$ cat src/rtl/ttl_dispatch_pkg.sv
`default_nettype none
// ============================================================================
// Module      : ttl_dispatch_pkg
// Description : Shared types and event field layout for the TTL event
//               dispatcher (FSM state encoding, event struct, field bounds).
// Revision    : 1.0 - initial release
// ============================================================================
package ttl_dispatch_pkg;

  // Dispatcher control states; encoding is exposed on the status port.
  typedef enum logic [1:0] {
    IDLE  = 2'd0,
    RUN   = 2'd1,
    FLUSH = 2'd2
  } state_e;

  // Event field bounds inside the 128-bit event word.
  localparam int TS_MSB      = 127;
  localparam int TS_LSB      = 64;
  localparam int PAYLOAD_MSB = 63;

  // Timestamped event: timestamp in the upper half, payload in the lower.
  typedef struct packed {
    logic [TS_MSB-TS_LSB:0] ts;
    logic [PAYLOAD_MSB:0]   payload;
  } event_t;

endpackage
`default_nettype wire

$ cat src/rtl/sync_fifo_fwft.sv
`default_nettype none
// ============================================================================
// Module      : sync_fifo_fwft
// Description : Single-clock first-word-fall-through FIFO. The head entry is
//               presented on dout whenever the FIFO is not empty. Writes when
//               full are dropped, even if a read happens in the same cycle.
// Revision    : 1.0 - initial release
// ============================================================================
module sync_fifo_fwft #(
  parameter int WIDTH = 128,
  parameter int DEPTH = 16
) (
  input  logic                     clk,
  input  logic                     resetn,
  input  logic                     wr_en,
  input  logic [WIDTH-1:0]         din,
  input  logic                     rd_en,
  output logic [WIDTH-1:0]         dout,
  output logic                     full,
  output logic                     empty,
  output logic [$clog2(DEPTH):0]   count
);

  localparam int                AW      = $clog2(DEPTH);
  localparam logic [AW:0]       C_DEPTH = (AW+1)'(DEPTH);

  logic [WIDTH-1:0] r_mem [DEPTH];
  logic [AW-1:0]    r_wr_ptr;
  logic [AW-1:0]    r_rd_ptr;
  logic [AW:0]      r_count;
  logic             w_wr;
  logic             w_rd;

  assign w_wr  = wr_en && !full;
  assign w_rd  = rd_en && !empty;
  assign full  = (r_count == C_DEPTH);
  assign empty = (r_count == '0);
  assign count = r_count;
  assign dout  = r_mem[r_rd_ptr];

  // Storage array; contents need no reset since count gates visibility.
  always_ff @(posedge clk) begin
    if (w_wr) begin
      r_mem[r_wr_ptr] <= din;
    end
  end

  // Pointers and occupancy; pointers wrap naturally for power-of-two depth.
  always_ff @(posedge clk) begin
    if (!resetn) begin
      r_wr_ptr <= '0;
      r_rd_ptr <= '0;
      r_count  <= '0;
    end else begin
      if (w_wr) r_wr_ptr <= r_wr_ptr + 1'b1;
      if (w_rd) r_rd_ptr <= r_rd_ptr + 1'b1;
      case ({w_wr, w_rd})
        2'b10:   r_count <= r_count + 1'b1;
        2'b01:   r_count <= r_count - 1'b1;
        default: r_count <= r_count;
      endcase
    end
  end

endmodule
`default_nettype wire

$ cat src/rtl/ttl_event_dispatcher.sv
`default_nettype none
// ============================================================================
// Module      : ttl_event_dispatcher
// Description : Buffers timestamped events and owns the 64-bit timeline
//               counter. Issues the head event for one cycle when the counter
//               equals its timestamp; drops and reports events already past.
// Revision    : 1.0 - initial release
// ============================================================================
module ttl_event_dispatcher
  import ttl_dispatch_pkg::*;
#(
  parameter int FIFO_DEPTH = 16,
  parameter int TS_WIDTH   = 64
) (
  input  logic                          clk,
  input  logic                          resetn,
  input  logic                          in_valid,
  output logic                          in_ready,
  input  logic [127:0]                  in_data,
  input  logic                          counter_start,
  input  logic                          counter_stop,
  input  logic                          counter_clear,
  input  logic                          flush,
  output logic [TS_WIDTH-1:0]           counter_value,
  output logic [127:0]                  gpo_out,
  output logic                          counter_matched,
  output logic                          late_error,
  output logic [127:0]                  late_data,
  output logic [$clog2(FIFO_DEPTH):0]   fifo_count,
  output logic [1:0]                    state
);

  localparam int CW = $clog2(FIFO_DEPTH) + 1;

  state_e          r_state;
  logic [TS_WIDTH-1:0] r_counter;
  logic            r_matched;
  logic            r_late;
  event_t          r_gpo;
  event_t          r_late_data;

  logic [127:0]    w_fifo_dout;
  event_t          w_head;
  logic            w_full;
  logic            w_empty;
  logic [CW-1:0]   w_fifo_count;
  logic            w_wr_en;
  logic            w_rd_en;
  logic            w_match;
  logic            w_late;
  logic            w_last_entry;

  assign w_head       = event_t'(w_fifo_dout);
  assign in_ready     = !w_full && (r_state != FLUSH);
  assign w_wr_en      = in_valid && in_ready;
  assign w_last_entry = w_empty || (w_fifo_count == CW'(1));

  sync_fifo_fwft #(
    .WIDTH (128),
    .DEPTH (FIFO_DEPTH)
  ) u_fifo (
    .clk    (clk),
    .resetn (resetn),
    .wr_en  (w_wr_en),
    .din    (in_data),
    .rd_en  (w_rd_en),
    .dout   (w_fifo_dout),
    .full   (w_full),
    .empty  (w_empty),
    .count  (w_fifo_count)
  );

  // Head compare against the live counter; pop on match, late, or flush drain.
  always_comb begin
    w_match = 1'b0;
    w_late  = 1'b0;
    w_rd_en = 1'b0;
    if (r_state == RUN && !w_empty) begin
      w_match = (w_head.ts == r_counter);
      w_late  = (w_head.ts <  r_counter);
      w_rd_en = w_match || w_late;
    end else if (r_state == FLUSH) begin
      w_rd_en = !w_empty;
    end
  end

  // Control FSM and timeline counter; clear overrides the RUN increment.
  always_ff @(posedge clk) begin
    if (!resetn) begin
      r_state   <= IDLE;
      r_counter <= '0;
    end else begin
      if (counter_clear) begin
        r_counter <= '0;
      end else if (r_state == RUN) begin
        r_counter <= r_counter + 1'b1;
      end

      if (flush) begin
        r_state <= FLUSH;
      end else begin
        case (r_state)
          IDLE:    if (counter_start) r_state <= RUN;
          RUN:     if (counter_stop)  r_state <= IDLE;
          FLUSH:   if (w_last_entry)  r_state <= IDLE;
          default: r_state <= IDLE;
        endcase
      end
    end
  end

  // Registered dispatch/late strobes; data outputs hold between events.
  always_ff @(posedge clk) begin
    if (!resetn) begin
      r_matched   <= 1'b0;
      r_late      <= 1'b0;
      r_gpo       <= '0;
      r_late_data <= '0;
    end else begin
      r_matched <= w_match;
      r_late    <= w_late;
      if (w_match) r_gpo       <= w_head;
      if (w_late)  r_late_data <= w_head;
    end
  end

  assign counter_value   = r_counter;
  assign gpo_out         = r_gpo;
  assign counter_matched = r_matched;
  assign late_error      = r_late;
  assign late_data       = r_late_data;
  assign fifo_count      = w_fifo_count;
  assign state           = r_state;

endmodule
`default_nettype wire

$ cat config.mk
export PLATFORM = sky130hd
export DESIGN_NAME = ttl_event_dispatcher
export DESIGN_NICKNAME = d
export VERILOG_FILES = /design/src/rtl/ttl_dispatch_pkg.sv /design/src/rtl/sync_fifo_fwft.sv /design/src/rtl/ttl_event_dispatcher.sv
export SDC_FILE = /design/constraint.sdc
export NUM_CORES = 2
export LEC_CHECK = 0
export BUFFER_PORTS_ARGS = -buffer_cell sky130_fd_sc_hd__clkbuf_2
export CORE_MARGIN = 5
export CORE_UTILIZATION = 65
export DETAILED_ROUTE_END_ITERATION = 10
export PLACE_DENSITY = 0.87
export SLEW_MARGIN = 25
export SYNTH_ARGS = -nofsm -noshare
export SYNTH_HDL_FRONTEND = slang
export SYNTH_HIERARCHICAL = 1
export SYNTH_SLANG_ARGS = --single-unit
$ cat constraint.sdc
create_clock -name clk -period 20.5 [get_ports clk]
set_input_delay 3.075 -clock clk [delete_from_list [all_inputs] [get_ports clk]]
set_output_delay 3.075 -clock clk [all_outputs]
set_load 0.05 [all_outputs]
==> qor.yml <==
rr_worst_depth: 19
drt_iter0_drc: 7176
final_cells: 7488
grt_max_degree: 147
worstHoldPathCells: 2
setup_tns_ps: 0
fin_crit_sh_pct: 42.5
drc: 0
clkLatencyLatePin_ps: 850
final_common_cell: "edfxtp_1"
yosys_register_bits: 2389
end_kind: "register"
ys.flop_type: "edfxtp_1"
async_flop_share_pct: 0
wl_per_cell_um: 33.2
syn_area_sq_mm: 0.0926
dp.cells: 7031
syn_area_per_cell_sq_um: 19.0
power_mw: 9.93
max-clock-path-buffers: 3
start_util_pct: 65.4
yosys.area.top_type: "edfxtp_1"
final_cell_mix: "edfxtp_1, mux4_2, nand2_1"
synth_warnings: 6
hold_violations: 0
clk_pin_slew_ps: 60
core_area_sq_mm: 0.142
status: "finished, final reports clean"
dieWidth_um: 388
hold_ws_ps: 458
synth.distinct_cells: 57
hp-class: "reg -> reg"
fin_skew_ps: 48.6
crit_path_start_kind: "register"
cp.arrival_ps: 9420
die_y_um: 388
ys_top_cells_by_area: "edfxtp_1, mux4_2, dfxtp_1"
fmax_mhz: 115
root_buffer: "clkbuf_16"
tightest_slew_ps: 1400
area_growth_pct: 12.7
routed_wl_um: 249000
power.density_mw_per_mm2: 95.1
cts_inserted_buffers: 219
p_int_mw: 7.79
setup_violations: 0
via_count: 51686
leakagePower_nw: 32.9
rsz0062_at_grt: "no"
vdd_drop_max_uv: 82.1
postCtsSetupBuffers: 0
p_sw_mw: 2.13
pwr-share-comb_pct: 4.9
antenna_found_initial: 49
layout-drive-gt1-share_pct: 26.6
cts_max_level: 4
layout_min_cycle_time_ps: 8710
cts_sinks: 2389
dpl.hpwl_um: 124000
die_area_sq_mm: 0.150
drtPass1Iterations: 6
fp-row-count: 138
ant_nets: 0
nFillCells: 7602
ios: 465
synth-edff-count: 2048
p_seq_share_pct: 53.9
nNetsFinal: 5576
holdBufCountCts: 0
path_class: "reg -> reg"
syn_nets: 5080
portBuffers: 464
gp_congestion: 0.877
cap_violations: 0
slew_headroom_pct: 6.54
slew_violations: 0
overflow: 0
synthDominantCellAreaShare_pct: 66.4
p_clk_share_pct: 41.3
grt_pass1_wl_um: 358000
cp.required_ps: 21210
cts_resized: 0
grt_pass1_vias: 52516
cp_max_fo: 126
via_per_inst: 6.90
grt_util_all_layers_pct: 32.7
cts_tree: "built"
synth_seq_area_share_pct: 73.8
synthCells: 4872
swShare_pct: 21.5
metrics by stage:
step                      util (%)  instance area, sq um  worst slack, ps
after floorplan                  -                 92600             7120
after global placement        68.4                 96900            11420
after detailed placement      68.5                 97000            11820
after CTS                     73.5                104000            11710
after global routing          73.7                104000            11520
final                         73.7                104000            11790
per-layer routing:
metal	vias to the layer above	wire, um	global-route usage [%]
li1	20383	-	-
met1	26529	84400	42.1
met2	3958	125000	54.3
met3	796	26400	7.12
met4	20	12900	15.0
met5	-	137	0
state kept, by name (all words and copies together) (netlist names), named ones only:
register	cells
u_fifo/r_mem	2048
u_fifo/r_wr_ptr	4
late_error	1
u_fifo/r_rd_ptr	4
u_fifo/count	5
counter_matched	1
gpo_out	128
state	2
counter_value	64
late_data	128
worst max-delay path: stages, from the launching register on:
cell	delay, ps
dfxtp_4	740
buf_16	340
buf_12	470
buf_4	860
buf_6	680
mux4_2	420
nor2b_1	150
a211oi_1	250
a21oi_1	60
buf_4	200
ha_1	320
a21oi_1	170
nand2_1	70
a221oi_1	360
o221ai_1	260
nor4_4	250
buf_4	590
buf_6	700
buf_4	810
mux2i_1	410
cell families (layout without fill, tap and decap cells):
| kind of cell | Yosys count | in the layout | share of synthesized area, % |
|---|---|---|---|
| mux | 778 | 778 | 16.2 |
| flops | 2389 | 2389 | 73.8 |
| fa+ha+maj | 73 | 73 | 0.986 |
| buf+inv | 337 | 1023 | 1.71 |
| other cells | 0 | 40 | 0 |
| simple gates | 897 | 897 | 4.41 |
| compound gates | 347 | 347 | 2.49 |
| xor+xnor | 51 | 51 | 0.482 |
worst paths after layout:
kind	slack (ps)	startpoint	endpoint
setup / recovery	11790	register	late_data[10]
hold reg to reg	460	late_data[71]	late_data[71]
setup reg to reg	11790	register	late_data[10]
hold / removal	460	late_data[71]	late_data[71]
final cells by class:
| class | instances | area, sq um | share of cell area (%) |
|---|---|---|---|
| flip-flops and latches | 2389 | 68300 | 65.5 |
| clock buffers | 291 | 6080 | 5.82 |
| well taps | 1890 | 2360 | 2.26 |
| multi-input cells | 2146 | 22900 | 21.9 |
| clock inverters | 120 | 1090 | 1.04 |
| inverters | 70 | 263 | 0.252 |
| repair buffers | 542 | 3310 | 3.17 |
| diodes | 40 | 100 | 0.0959 |
synthesized netlist by cell type (13+ instances only):
master,number
nor2_1,67
xnor2_1,47
a21oi_1,108
buf_4,46
clkbuf_1,144
ha_1,73
mux4_2,575
o21ai_0,17
inv_1,70
nor4_1,16
a211oi_1,66
nor2b_1,72
nand4_1,35
edfxtp_1,2048
nor3_1,27
or3_1,13
buf_1,13
mux2i_1,203
nand2_1,574
dfxtp_1,341
and2_1,18
a21boi_0,128
buf_2,54
nand3_1,22
power by group through the flow:
stage	clock, mW	sequential (mW)	combinational [mW]
floorplan	0	5.47	0.276
finish	4.10	5.35	0.485
global placement	0	5.44	0.443
global route	4.36	5.35	0.510
CTS	4.11	5.35	0.473
detailed placement	0	5.45	0.461
Note: power is estimated with default switching activity, not from simulation.
